[config.mk]
export PLATFORM = sky130hd
export DESIGN_NAME = data_mem_arbiter
export DESIGN_NICKNAME = d
export VERILOG_FILES = /design/src/rtl/data_mem_pkg.sv /design/src/rtl/data_mem_arbiter_rr.sv /design/src/rtl/data_mem_arbiter.sv
export SDC_FILE = /design/constraint.sdc
export NUM_CORES = 1
export LEC_CHECK = 0
export ABC_CLOCK_PERIOD_IN_PS = 1500
export CAP_MARGIN = 10
export CORE_MARGIN = 4
export CORE_UTILIZATION = 36
export DETAILED_ROUTE_END_ITERATION = 16
export PLACE_DENSITY = 0.81
export SLEW_MARGIN = 20
export SYNTH_ARGS = -nofsm -noshare
export SYNTH_HDL_FRONTEND = slang
export SYNTH_SLANG_ARGS = --single-unit
[constraint.sdc]
create_clock -name clk -period 1.5 [get_ports clk]
set_input_delay 0.375 -clock clk [delete_from_list [all_inputs] [get_ports clk]]
set_output_delay 0.375 -clock clk [all_outputs]
set_load 0.005 [all_outputs]
[src/rtl/data_mem_pkg.sv]
// Shared types and default widths for the data-memory arbiter slice.
package data_mem_pkg;

  typedef enum logic [1:0] {
    IDLE,
    SETUP,
    STROBE,
    DONE
  } state_t;

  localparam int unsigned DEF_ADDR_W = 8;
  localparam int unsigned DEF_DATA_W = 16;

endpackage

[src/rtl/data_mem_arbiter_rr.sv]
// Round-robin winner select: first requester at/after the pointer, wrapping.
// The pointer advances past the last served requester when upd is high.
module rr_arbiter #(
  parameter int unsigned NUM_REQ = 2,
  localparam int unsigned ID_W = $clog2(NUM_REQ)
) (
  input  logic               clk,
  input  logic               rst_n,
  input  logic [NUM_REQ-1:0] req,
  input  logic               upd,
  input  logic [ID_W-1:0]    upd_id,
  output logic [ID_W-1:0]    winner,
  output logic               any
);

  logic [ID_W-1:0] ptr;
  logic [ID_W-1:0] idx;

  always_ff @(posedge clk or negedge rst_n) begin
    if (!rst_n) begin
      ptr <= '0;
    end else if (upd) begin
      ptr <= (upd_id == ID_W'(NUM_REQ - 1)) ? '0 : upd_id + 1'b1;
    end
  end

  always_comb begin
    winner = '0;
    any    = 1'b0;
    idx    = '0;
    for (int unsigned i = 0; i < NUM_REQ; i++) begin
      idx = ID_W'((32'(ptr) + i) % NUM_REQ);
      if (!any && req[idx]) begin
        any    = 1'b1;
        winner = idx;
      end
    end
  end

endmodule

[src/rtl/data_mem_arbiter.sv]
// Shares one data memory between NUM_REQ requesters; sequences setup,
// single-cycle read/write strobe and ack through a four-state FSM.
module data_mem_arbiter
  import data_mem_pkg::*;
#(
  parameter int unsigned NUM_REQ = 2,
  parameter int unsigned ADDR_W  = DEF_ADDR_W,
  parameter int unsigned DATA_W  = DEF_DATA_W,
  localparam int unsigned ID_W   = $clog2(NUM_REQ)
) (
  input  logic                      clk,
  input  logic                      rst_n,
  input  logic [NUM_REQ-1:0]        req,
  input  logic [NUM_REQ-1:0]        req_we,
  input  logic [NUM_REQ*ADDR_W-1:0] req_addr,
  input  logic [NUM_REQ*DATA_W-1:0] req_wdata,
  output logic [NUM_REQ-1:0]        ack,
  output logic [DATA_W-1:0]         rdata,
  output logic                      busy,
  output logic [ID_W-1:0]           grant_id,
  output logic [ADDR_W-1:0]         mem_addr,
  output logic [DATA_W-1:0]         mem_wdata,
  output logic                      mem_read,
  output logic                      mem_write,
  input  logic [DATA_W-1:0]         mem_rdata
);

  state_t              state_q, state_d;
  logic                op_we_q, op_we_d;
  logic [NUM_REQ-1:0]  ack_d;
  logic [DATA_W-1:0]   rdata_d;
  logic                busy_d;
  logic [ID_W-1:0]     grant_d;
  logic [ADDR_W-1:0]   mem_addr_d;
  logic [DATA_W-1:0]   mem_wdata_d;
  logic                mem_read_d, mem_write_d;
  logic [ID_W-1:0]     winner;
  logic                any_req;

  rr_arbiter #(.NUM_REQ(NUM_REQ)) u_arb (
    .clk    (clk),
    .rst_n  (rst_n),
    .req    (req),
    .upd    (state_q == DONE),
    .upd_id (grant_id),
    .winner (winner),
    .any    (any_req)
  );

  // Every output is computed one state ahead so it is registered when seen.
  always_comb begin
    state_d     = state_q;
    op_we_d     = op_we_q;
    ack_d       = '0;
    rdata_d     = rdata;
    grant_d     = grant_id;
    mem_addr_d  = mem_addr;
    mem_wdata_d = mem_wdata;
    mem_read_d  = 1'b0;
    mem_write_d = 1'b0;
    case (state_q)
      IDLE: begin
        if (any_req) begin
          state_d     = SETUP;
          grant_d     = winner;
          op_we_d     = req_we[winner];
          mem_addr_d  = req_addr[winner*ADDR_W +: ADDR_W];
          mem_wdata_d = req_wdata[winner*DATA_W +: DATA_W];
        end
      end
      SETUP: begin
        state_d     = STROBE;
        mem_write_d = op_we_q;
        mem_read_d  = !op_we_q;
      end
      STROBE: begin
        state_d         = DONE;
        ack_d[grant_id] = 1'b1;
        if (!op_we_q) rdata_d = mem_rdata;
      end
      DONE:    state_d = IDLE;
      default: state_d = IDLE;
    endcase
    busy_d = (state_d != IDLE);
  end

  always_ff @(posedge clk or negedge rst_n) begin
    if (!rst_n) begin
      state_q   <= IDLE;
      op_we_q   <= 1'b0;
      ack       <= '0;
      rdata     <= '0;
      busy      <= 1'b0;
      grant_id  <= '0;
      mem_addr  <= '0;
      mem_wdata <= '0;
      mem_read  <= 1'b0;
      mem_write <= 1'b0;
    end else begin
      state_q   <= state_d;
      op_we_q   <= op_we_d;
      ack       <= ack_d;
      rdata     <= rdata_d;
      busy      <= busy_d;
      grant_id  <= grant_d;
      mem_addr  <= mem_addr_d;
      mem_wdata <= mem_wdata_d;
      mem_read  <= mem_read_d;
      mem_write <= mem_write_d;
    end
  end

endmodule

Word-level counts from Yosys, hierarchy flattened:

Cells that the tools add are included.

* $lt $le $gt $ge: 5
* add/sub/neg operators: 2
* reduce and logical (&&, ||, !) cells: 8
* eq/ne operators: 3
* multiplexer cells: 18
* shift-type cells: 2
* bitwise logic cells: 1

Operator list (number)
* $shiftx A32 B6 Y16: 1
* $shiftx A16 B5 Y8: 1
* $mux W1: 14
* $lt A1 B2 Y1 const B: 4
* $pmux W2 S4: 1
* $eq A2 B2 Y1 const B: 2
* $mux W2: 2
* $reduce_and A2 Y1: 2
* $add A1 B1 Y1 const B: 2
* $eq A2 B1 Y1 const B: 1
* $logic_and A1 B1 Y1: 2
* $logic_not A1 Y1: 2
* $logic_not A2 Y1: 1
* $reduce_bool A2 Y1: 1
* $demux W1 S1: 1
* $ge A1 B1 Y1 const B: 1
* $not A1 Y1: 1

* word-level logic and storage cells: 50
* input port bits: 70
* output and inout bits: 46
* register bits after elaboration: 50

Longest topological paths before layout:

* depth in word-level cells: 9
* gate-level depth with buffers: 7

Cells and area by module:

A second synthesis with hierarchy kept.

* cell total of the unflattened synthesis: 177
* area total of the unflattened synthesis: 2269.7 sq um

Modules (own cells, without submodules)
* data_mem_arbiter: sequential area each 1226.2 sq um, area an instance 2217.1 sq um, times used 1, cells an instance 172
* rr_arbiter: sequential area each 25.0 sq um, area an instance 52.6 sq um, times used 1, cells an instance 5

Worst setup path before layout:

No wires, ideal clock.

* kind: reg-to-reg
* start point: reg state_q[0]
* end point: reg rdata[0]
* stages on the path, launching flop included: 7
* arrival time: 1.380 ns
* slack: -0.005 ns
* period minus slack after synthesis: 1.505 ns
* cells stage by stage: dfrtp_1 -> inv_1 -> ha_1 -> nor2b_1 -> buf_6 -> buf_6 -> mux2_2

* word-level cells in the longest chain between the ends: 2

RTL lines
* start, declared: line data_mem_arbiter.sv:28 `state_t state_q, state_d;`
* start signal, assigned: line data_mem_arbiter.sv:100 `state_q <= state_d;`
* $eq A2 B2 Y1: line data_mem_arbiter.sv:61 `case (state_q)`
* $reduce_and A2 Y1 (no source line)
* end signal, assigned: line data_mem_arbiter.sv:103 `rdata <= rdata_d;`
* end, declared: line data_mem_arbiter.sv:18 `output logic [DATA_W-1:0] rdata,`

Every way passes these cells.
A chain may end at the register's enable or synchronous reset.

Final worst setup path:

* start point: reg state_q[0]
* end point: reg rdata[7]

The elaborated chain is that of the path after synthesis.

==> impl_metrics.env <==
export IMPL_critPathTopFamily="flip-flops"
export IMPL_rows=28
export IMPL_setup_viol=0
export IMPL_clk_latency_ns=0.29
export IMPL_vdd_drop_max_mv=0.743
export IMPL_clk_path_buf_depth=2
export IMPL_p_per_area_nw_per_um2=1700
export IMPL_combinationalPowerShare=0.468
export IMPL_wire_per_inst_microns=15.0
export IMPL_ant_nets=0
export IMPL_swShare=0.315
export IMPL_post_route_util=0.606
export IMPL_synth_area_sq_um=2230
export IMPL_coreArea_sq_um=5960
export IMPL_final_cell_mix="clkdlybuf4s50_1 (68), dfrtp_1 (50), dlygate4sd2_1 (46)"
export IMPL_fin_crit_sh=0.950
export IMPL_fmax_mhz=702
export IMPL_cp_max_fo=16
export IMPL_p_seq_frac=0.384
export IMPL_status="finished clean"
export IMPL_synth_net_count=282
export IMPL_clkTransAtPathRegs_ns=0.08
export IMPL_grt_max_degree=51
export IMPL_final_net_count=403
export IMPL_grt_pass1_wl_mm=9.52
export IMPL_ys_warn_count=0
export IMPL_yosysSeqAreaShare=0.560
export IMPL_first_pass_iters=4
export IMPL_place_ws_ns=-0.167
export IMPL_io_buffers=115
export IMPL_wl_mm=6.06
export IMPL_grt_pass1_vias=2086
export IMPL_gp_congestion=0.787
export IMPL_cap_violations=0
export IMPL_die_x_microns=86.8
export IMPL_setup_slack_ns=0.0745
export IMPL_dr_first_iter_drc_count=77
export IMPL_area_growth_syn_to_layout_pct=61.5
export IMPL_cts_tree="built"
export IMPL_drive_above_1_share=0.136
export IMPL_worst_pin_slew_ns=0.265
export IMPL_hold_viol=0
export IMPL_cp_slowest_cell="dfrtp_1"
export IMPL_n_antenna_cell=0
export IMPL_dp_hpwl_mm=4.60
export IMPL_crit_required_ns=1.68
export IMPL_ys_seq_elements=50
export IMPL_finalClockSkew_ns=0.00502
export IMPL_cts_hold_buf=0
export IMPL_via_per_inst=4.92
export IMPL_worstSetupPathType="register to register"
export IMPL_slowest_delay_ns=0.40
export IMPL_worstReg2RegEnd="rdata[7]$_DFFE_PN0P_"
export IMPL_antenna_found_initial=0
export IMPL_yosysUniqueCellTypes=21
export IMPL_cts_root_buf="clkbuf_8"
export IMPL_synth_cells=208
export IMPL_crit_buf_inv=2
export IMPL_gr_total_overflow=0
export IMPL_period_minus_slack_ns=1.43
export IMPL_holdCritPathClass="primary input to asynchronous set/reset pin"
export IMPL_htreeDepth=2
export IMPL_synth_avg_cell_area_sq_um=10.7
export IMPL_numCtsBuffers=5
export IMPL_vias=1992
export IMPL_cts_sinks=50
export IMPL_power_internal_mw=4.20
export IMPL_slew_violations=0
export IMPL_p_sw_mw=1.93
export IMPL_dieArea_sq_um=7530
export IMPL_final_common_cell="clkdlybuf4s50_1"
export IMPL_io_pins=116
export IMPL_arrival_ns=1.60
export IMPL_cellLeakagePower_nw=1.54
export IMPL_grt_usage=0.161
export IMPL_n_fill_cell=525
export IMPL_end_kind="register"
export IMPL_crit_chain="inv_2, ha_2, nor2b_4, buf_12, mux2_2"
export IMPL_ff2ff_path_depth=5
export IMPL_crit_path_start_kind="register"
export IMPL_start_util=0.375
export IMPL_r2r_start="state_q[0]$_DFF_PN0_"
export IMPL_clkPwrFrac=0.148
export IMPL_die_h_microns=86.8
export IMPL_r2r_setup_slack_ns=0.07
export IMPL_slew_headroom=0.824
export IMPL_drcViolationCount=0
-- logic make-up (layout without fill, tap and decap cells) --
logic type | Yosys count | count (layout) | synth area share
simple gates | 62 | 62 | 0.129
compound gates | 54 | 54 | 0.136
flops | 50 | 50 | 0.560
buf+inv | 22 | 144 | 0.0722
mux | 16 | 16 | 0.0806
fa+ha+maj | 4 | 4 | 0.0224
-- power groups by stage --
stage	combinational, mW	sequential, mW	clock, mW
floorplan	1.37	2.44	0
global placement	3.15	2.38	0
detailed placement	3.26	2.40	0
CTS	2.90	2.35	0.943
global route	3.17	2.44	0.980
finish	2.87	2.35	0.907
-- stage by stage --
step	area [sq um]	std cells	setup TNS [ns]	hold WS [ns]	power (mW)
finish	3610	405	0	0.0557	6.13
global route	3610	405	-0.00138	0.0746	6.60
CTS	3600	405	0	0.0605	6.19
detailed placement	3520	394	-3.22	0.386	5.66
global placement	3520	394	-1.98	0.380	5.53
floorplan	2240	208	0	0.0794	3.81
-- synth_stat cells --
cell	instances	area, sq um
a21oi_1	2	10.0
a31oi_1	25	156
and2_1	2	12.5
and2b_1	1	7.51
buf_2	6	30.0
buf_4	1	7.51
buf_6	9	101
clkbuf_1	2	7.51
dfrtp_1	50	1250
ha_1	4	50.1
inv_1	4	15.0
mux2_2	16	180
nand2b_1	1	6.26
nand3_1	26	130
nor2_1	27	101
nor2b_1	3	18.8
nor3_1	1	5.00
o21a_1	1	7.51
o21ai_0	25	125
o21ai_1	1	5.00
or2_2	1	6.26
-- how the worst max path moves through the flow --
stage                         startpoint                        to  slack [ns]  cells after the start
floorplan           state_q[0]$_DFF_PN0_      rdata[0]$_DFFE_PN0P_        0.02                      6
global placement                  req[0]  mem_wdata[4]$_DFFE_PN0P_       -0.10                      5
detailed placement                req[0]   mem_addr[5]$_DFFE_PN0P_       -0.17                      5
CTS                 state_q[0]$_DFF_PN0_      rdata[7]$_DFFE_PN0P_        0.02                      5
global route        state_q[1]$_DFF_PN0_  mem_wdata[7]$_DFFE_PN0P_      -0.001                      6
finish              state_q[0]$_DFF_PN0_      rdata[7]$_DFFE_PN0P_        0.07                      5
-- state kept, by name, indices dropped and copies added (netlist names) --
name	cells
ack	2
u_arb.ptr	1
mem_addr	8
busy	1
op_we_q	1
mem_read	1
mem_write	1
state_q	2
grant_id	1
rdata	16
mem_wdata	16
-- layer usage --
layer / share of wire / track usage
met1: 0.39 / 0.186
met2: 0.52 / 0.287
met3: 0.068 / 0.0399
met4: 0.014 / 0.0595
met5: 0 / 0
-- layout make-up --
class / count / area [sq um] / area share
inverters: 4 / 15.0 / 0.00416
clock buffers: 7 / 76.3 / 0.0211
repair buffers: 132 / 1300 / 0.361
multi-input cells: 136 / 840 / 0.233
flip-flops and latches: 50 / 1250 / 0.347
clock inverters: 1 / 30.0 / 0.00832
well taps: 75 / 93.8 / 0.0260
-- timing repair --
item | 4_1_cts | 5_1_grt
gates cloned | 0 | 0
setup buffers | 3 | 0
endpoints found under the setup margin | 46 | 23
gates resized for setup | 46 | 4
No activity file was read; power rests on OpenSTA's default activity.
